[config.mk]
export PLATFORM = sky130hd
export DESIGN_NAME = uart_tx_arb
export DESIGN_NICKNAME = d
export VERILOG_FILES = /design/src/rtl/uart_tx_arb.sv
export SDC_FILE = /design/constraint.sdc
export NUM_CORES = 1
export LEC_CHECK = 0
export CORE_MARGIN = 1.5
export CORE_UTILIZATION = 25
export DETAILED_ROUTE_END_ITERATION = 8
export HOLD_SLACK_MARGIN = 0.05
export MAX_ROUTING_LAYER = met4
export PLACE_DENSITY = 0.49
export SLEW_MARGIN = 10
export SYNTH_ARGS = -nofsm -noshare
export SYNTH_HDL_FRONTEND = slang
export SYNTH_SLANG_ARGS = --single-unit
export TNS_END_PERCENT = 50
[constraint.sdc]
create_clock -name clk -period 1.6 [get_ports clk]
set_input_delay 0.32 -clock clk [delete_from_list [all_inputs] [get_ports clk]]
set_output_delay 0.32 -clock clk [all_outputs]
set_load 0.005 [all_outputs]
[src/rtl/uart_tx_arb.sv]
// Round-robin arbiter sharing one UART byte transmitter among N_REQ sources.
// Grants a requester, strobes tx_start, follows tx_busy to completion, then re-arbitrates.
module uart_tx_arb #(
    parameter int N_REQ  = 4,
    parameter int DW     = 8,
    parameter int TO_CYC = 1024
) (
    input  logic                     clk,
    input  logic                     rst,
    input  logic [N_REQ-1:0]         req,
    input  logic [N_REQ*DW-1:0]      req_data,
    output logic [N_REQ-1:0]         ack,
    output logic [DW-1:0]            tx_data,
    output logic                     tx_start,
    input  logic                     tx_busy,
    output logic [$clog2(N_REQ)-1:0] gnt_id,
    output logic                     busy,
    output logic                     err
);

    localparam int          IW = $clog2(N_REQ);
    localparam int          CW = $clog2(TO_CYC);
    localparam int unsigned NR = N_REQ;

    typedef enum logic [1:0] {IDLE, START, WAIT_BUSY, WAIT_DONE} state_t;

    state_t            state, state_nxt;
    logic [IW-1:0]     ptr, ptr_nxt;
    logic [IW-1:0]     win, gnt_inc, gnt_nxt;
    logic              win_vld;
    logic [CW-1:0]     cnt, cnt_nxt;
    logic [N_REQ-1:0]  ack_nxt;
    logic [DW-1:0]     tx_data_nxt;
    logic              tx_start_nxt, err_nxt;

    // Scan upward from ptr with explicit modulo-N_REQ wrap, so non-power-of-two counts work.
    always_comb begin
        int unsigned   idx;
        logic [IW-1:0] cand;
        win     = '0;
        win_vld = 1'b0;
        idx     = 0;
        cand    = '0;
        for (int unsigned i = 0; i < NR; i++) begin
            idx = 32'(ptr) + i;
            if (idx >= NR) idx = idx - NR;
            cand = IW'(idx);
            if (!win_vld && req[cand]) begin
                win     = cand;
                win_vld = 1'b1;
            end
        end
    end

    assign gnt_inc = (gnt_id == IW'(NR - 1)) ? '0 : gnt_id + IW'(1);

    always_comb begin
        state_nxt    = state;
        ptr_nxt      = ptr;
        cnt_nxt      = cnt;
        ack_nxt      = '0;
        tx_start_nxt = 1'b0;
        err_nxt      = 1'b0;
        gnt_nxt      = gnt_id;
        tx_data_nxt  = tx_data;
        case (state)
            IDLE: begin
                if (win_vld) begin
                    gnt_nxt      = win;
                    tx_data_nxt  = req_data[win*DW +: DW];
                    ack_nxt[win] = 1'b1;
                    state_nxt    = START;
                end
            end
            START: begin
                tx_start_nxt = 1'b1;
                cnt_nxt      = '0;
                state_nxt    = WAIT_BUSY;
            end
            WAIT_BUSY: begin
                // tx_busy is tested first so a rise coincident with the timeout wins.
                if (tx_busy) begin
                    state_nxt = WAIT_DONE;
                end else if (cnt == CW'(TO_CYC - 1)) begin
                    err_nxt   = 1'b1;
                    ptr_nxt   = gnt_inc;
                    state_nxt = IDLE;
                end else begin
                    cnt_nxt = cnt + CW'(1);
                end
            end
            WAIT_DONE: begin
                if (!tx_busy) begin
                    ptr_nxt   = gnt_inc;
                    state_nxt = IDLE;
                end
            end
            default: state_nxt = IDLE;
        endcase
    end

    always_ff @(posedge clk) begin
        if (rst) begin
            state    <= IDLE;
            ptr      <= '0;
            cnt      <= '0;
            ack      <= '0;
            tx_start <= 1'b0;
            err      <= 1'b0;
            busy     <= 1'b0;
            tx_data  <= '0;
            gnt_id   <= '0;
        end else begin
            state    <= state_nxt;
            ptr      <= ptr_nxt;
            cnt      <= cnt_nxt;
            ack      <= ack_nxt;
            tx_start <= tx_start_nxt;
            err      <= err_nxt;
            busy     <= (state_nxt != IDLE);
            tx_data  <= tx_data_nxt;
            gnt_id   <= gnt_nxt;
        end
    end

endmodule

; ---- Yosys cells after proc, flatten, opt, wreduce, memory -nomap -nowiden
; Index checks and enable logic that the tools add are counted.
[op_classes]
eq_ne = 9
order_cmp = 10
shifts = 1
add_sub_neg = 9
bitwise = 3
reduce_logical = 16
n_mux = 37
[ops]
columns = cell, count
row1 = $mux W2, 16
row2 = $shiftx A32 B6 Y8, 1
row3 = $mux W10, 2
row4 = $pmux W10 S2, 1
row5 = $lt A2 B3 Y1 const B, 5
row6 = $mux W1, 11
row7 = $add A10 B1 Y10 const B, 1
row8 = $eq A10 B10 Y1 const B, 1
row9 = $ge A3 B3 Y1 const B, 3
row10 = $bmux W1 S2, 4
row11 = $ne A2 B2 Y1 const B, 4
row12 = $pmux W2 S4, 1
row13 = $sub A2 B1 Y2 const B, 4
row14 = $add A2 B2 Y3 const B, 2
row15 = $eq A2 B2 Y1 const B, 3
row16 = $reduce_bool A2 Y1, 3
row17 = $reduce_or A3 Y1, 2
row18 = $logic_and A1 B1 Y1, 4
row19 = $pmux W2 S2, 1
row20 = $reduce_and A4 Y1, 1
row21 = $add A2 B1 Y3 const B, 1
row22 = $ge A2 B3 Y1 const B, 1
row23 = $logic_not A1 Y1, 3
row24 = $not A1 Y1, 3
row25 = other kinds (7), 7
[totals]
out_inout_bits = 17
elab_cells = 94
ff_bits = 31
input_bits = 39

; ---- Logic depth before layout (Yosys ltp)
[depth]
word_depth = 18
ltp_mapped = 7
depth_no_buf = 6

; ---- Least setup slack after synthesis
; No wires, ideal clock.
[synth_path]
path_type = register to register
startpoint = reg cnt[0]
endpoint = reg cnt[8]
t_required_ps = 1476
stages_incl_launch_ff = 8
period_less_slack_ps = 1492
slack_ps = 108
n_path_buf = 1
setup_time_ps = 124
arrival_ps = 1368
cell_sequence = dfxtp_1 > ha_1 > nand3_1 > o31ai_2 > buf_6 > a211oi_2 > xnor2_1 > nor2_1
[synth_via]
elab_chain_len = 4
elab_cells_between_ends = 7
cone_classes = add/sub: 1 / eq/ne: 2 / mux: 3 / reduce/logical: 1
[synth_rtl]
columns = element, line_no
row1 = from (decl), 31  ; logic [CW-1:0] cnt, cnt_nxt;
row2 = from (signal assigned), 116  ; cnt <= cnt_nxt;
row3 = $add A10 B1 Y10, 89  ; cnt_nxt = cnt + CW'(1);
row4 = $mux W10, 84  ; end else if (cnt == CW'(TO_CYC - 1)) begin
row5 = $mux W10, 82  ; if (tx_busy) begin
row6 = $pmux W10 S2, 66  ; case (state)
; Several ways; a longest one is shown, not always the timed one. The select of a mux whose other input is x is not followed.
; A chain may end at the register's enable or synchronous reset.

; ---- Worst setup path after layout
[layout_path]
startpoint = in req[1]
endpoint = reg tx_data[4]
[layout_via]
elab_chain_len = 13
elab_cells_between_ends = 24
cone_classes = shift: 1 / mux: 16 / reduce/logical: 7
[layout_rtl]
columns = element, line_no
row1 = from (decl), 10  ; input logic [N_REQ-1:0] req,
row2 = $bmux W1 S2, 48  ; if (!win_vld && req[cand]) begin
row3 = $mux W1 (not written as such), 48
row4 = $mux W1, 48
row5 = $logic_not A1 Y1, 48
row6 = $logic_and A1 B1 Y1, 48
row7 = $mux W1, 48
row8 = $logic_not A1 Y1, 48
row9 = $logic_and A1 B1 Y1, 48
row10 = $mux W1, 48
row11 = $logic_not A1 Y1, 48
row12 = $logic_and A1 B1 Y1, 48
row13 = $mux W2 / $mux W1 (equally long branches), 48
row14 = $shiftx A32 B6 Y8 / $reduce_and A2 Y1 (equally long branches), --
row15 = to (signal assigned), 121  ; tx_data <= tx_data_nxt;
row16 = to (decl), 13  ; output logic [DW-1:0] tx_data,
; Several ways; a longest one is shown, not always the timed one. The select of a mux whose other input is x is not followed.

==> impl_metrics.csv <==
group,metric,value,unit
finish,ff_latch_area,629,µm²
clocking,root_buffer,"clkbuf_8",
detailed_routing,vias,1573,
timing,rsz0062_at_grt,"true",
critical_path,ff2ff_path_depth,6,
synthesis,syn_inst,170,
global_route,grt_remaining_overflow,0,
global_route,antenna_found_initial,0,
synthesis,synth_compound_area_share,25.1,%
synthesis,synthMuxAreaShare,5.64,%
synthesis,synthesis.nets,211,
timing,skew,0.00905,ns
flow_run,maxCapViolations,0,
worst_hold_path,hp-class,"reg -> reg",
power_and_ir_drop,p_leak,1.07,nW
timing,fin_crit,1.54,ns
critical_path,critPathTopFamily,"compound AO/OA/AOI/OAI gates",
clocking,clk_pin_slew_worst_paths,0.07,ns
finish,fin_nets,307,
detailed_routing,drt_iter0_markers,50,
synthesis,synth-edff-count,0,
critical_path,cp_slowest_stage_delay,0.43,ns
synthesis,synthArstFlopShare,0,%
place,place_area,2480,µm²
detailed_routing,avgRoutedWirePerCell,13.1,µm
synthesis,synth-xor-area-share,4.39,%
die,rows,28,
global_route,grt_max_degree,12,
detailed_routing,ant_nets,0,
die,core,6060,µm²
global_route,grt_pass1_wl,7590,µm
power_and_ir_drop,power_density,749,nW/µm²
synthesis,ys_seq_area_share,38.8,%
timing,post-route-period-util,96.4,%
critical_path,critPathKind,"in -> reg",
place,gp_congestion,0.746,
clocking,cts_buffer_depth,2,
synthesis,synth.cell_area,1600,µm²
place,io_buffers,55,
clocking,cts_buffers,5,
synthesis,synth_area_per_cell,9.40,µm²
place,hpwl,3370,µm
worst_hold_path,min_to,"gnt_id[1]",
critical_path,worstSetupEndpointType,"flop",
synthesis,ys_seq_elements,31,
run_status,run_status,"completed",
timing,tns,0,ns
power_and_ir_drop,ir_drop,0.308,mV
synthesis,synth_flop_cell,"dfxtp_1",
finish,diodes,0,
timing,holdWs,0.498,ns
critical_path,worstPathArrival,1.73,ns
die,dieArea,6880,µm²
critical_path,crit-reg2reg-launch,"ptr[0]",
synthesis,synth_top_area_share,38.8,%
synthesis,synth_top_family_by_area,"compound AO/OA/AOI/OAI gates",
clocking,cts-htree-levels,2,
power_and_ir_drop,p_total,2.04,mW
detailed_routing,drc,0,
worst_hold_path,hold_start,"gnt_id[1]",
die,initial_core_util,26.4,%
detailed_routing,drtPass1Iterations,4,
critical_path,critPathLaunchType,"primary input",
finish,fin_area,2720,µm²
clocking,cts_tree,"done",
timing,hold_viol_final,0,
clocking,cts.sinks,31,
finish,instances_no_fill,340,
synthesis,synth_area_leaders,"dfxtp_1 (39%), mux2i_1 (5.6%), nor2_1 (5.6%)",
detailed_routing,viasPerCell,4.63,
die,io_pins,56,
timing,drv_slew,0,
clocking,clk_latency,0.28,ns
synthesis,ys_warn_count,0,
global_route,track_usage,14.1,%
critical_path,r2r_setup_slack,0.08,ns
critical_path,path_cells,"dlygate4sd2_1, or3_4, o21ai_4, buf_6, a221oi_1, o32ai_1",
finish,nFillCells,597,
timing,slew_headroom,71.3,%
synthesis,ys_types,45,
synthesis,synth_common_cells,"dfxtp_1 (31), nor2_1 (24), nand2_1 (10), a221oi_1 (9), mux2i_1 (9)",
synthesis,synth_top_area_cell,"dfxtp_1",
die,die_y,82.9,µm
timing,tightest_slew,0.430,ns
finish,multiInputGateArea,986,µm²
critical_path,crit_buf_inv,2,
synthesis,yosys.area_share.simple,18.9,%
timing,finalSetupViolCount,0,
synthesis,synth_fa_ha_area_share,1.57,%
detailed_routing,drt-total-wl,4440,µm
die,die_w,82.9,µm
global_route,grt_pass1_vias,1676,
finish,areaGrowthSynthToFinish,70.2,%
critical_path,r2r_end,"tx_data[0]",
worst_hold_path,hold_depth,2,
synthesis,yosysMostFrequentCell,"dfxtp_1",
timing,max_freq,648,MHz
critical_path,crit_required,1.78,ns
critical_path,cp_max_fo,8,
critical_path,slowest_stage,"or3_4",
finish,drive_gt1_share,31.7,%
place,dp.cells,328,
worst min-delay path, stage by stage (launching register included):
cell and delay, ns:
dfxtp_1 0.34, nand2_1 0.06, a21oi_1 0.05
sequential cells by signal, indices dropped and copies added (netlist names):
name / cells
err: 1
ptr: 2
gnt_id: 2
tx_data: 8
busy: 1
tx_start: 1
ack: 4
state: 2
cnt: 10
power by group:
part / total (mW) / switching, mW / internal (mW)
combinational: 0.600 / 0.240 / 0.360
sequential: 0.874 / 0.0434 / 0.831
clock: 0.562 / 0.273 / 0.289
layout by cell type (no fill, tap or decap), types with 5 or more instances in the layout:
master,instances
xnor2_1,8
dfxtp_2,7
buf_4,41
dfxtp_1,24
inv_1,6
a211oi_2,6
dlygate4sd2_1,5
mux2i_1,8
nor2_1,24
a21oi_1,5
nand2_1,10
nand3_1,6
a221oi_1,8
clkbuf_8,5
clkdlybuf4s50_1,50
o32ai_1,8
what timing repair did:
| item | in CTS | in global routing |
|---|---|---|
| setup endpoints to repair | 25 | 20 |
| gates resized for setup | 15 | 17 |
| hold endpoints to repair | 0 | 0 |
| setup buffers | 5 | 1 |
| pin swaps | 8 | 6 |
| hold buffers | 0 | 0 |
stage by stage:
step | setup WS [ns] | util [%]
after floorplan | 0.108 | -
after global placement | -0.509 | 40.9
after detailed placement | -0.511 | 40.9
after CTS | 0.0192 | 43.6
after global routing | -0.0265 | 44.9
final | 0.0576 | 44.9
metal layers:
layer	part of all wire (%)	vias up	global-route usage, %
li1	-	813	-
met1	47	706	17.7
met2	45	49	21.4
met3	6.1	5	4.37
met4	1.3	0	5.00
met5	0	-	-
worst max-delay path by stage:
stage,depth (start not counted),start,slack (ns),to
after floorplan,7,cnt[0],0.11,cnt[8]
after global placement,5,req[0],-0.51,tx_data[7]
after detailed placement,5,req[0],-0.51,tx_data[5]
after CTS,7,cnt[0],0.02,ptr[0]
after global routing,6,ptr[0],-0.03,tx_data[6]
final,6,req[1],0.06,tx_data[4]
layout make-up:
cell class              instances  area share, %
repair buffers                100           33.6
inverters                       6          0.828
clock buffers                   6           2.67
flip-flops and latches         31           23.1
well taps                      75           3.45
multi-input cells             122           36.3
kinds of logic after synthesis:
| logic type | after synthesis |
|---|---|
| buffers and inverters | 17 |
| AO/OA/AOI/OAI | 45 |
| AND/OR/NAND/NOR | 58 |
| flip-flops | 31 |
| adder cells (fa/ha/maj) | 2 |
| multiplexers | 9 |
| XOR/XNOR | 8 |
No activity file was read; power rests on OpenSTA's default activity.
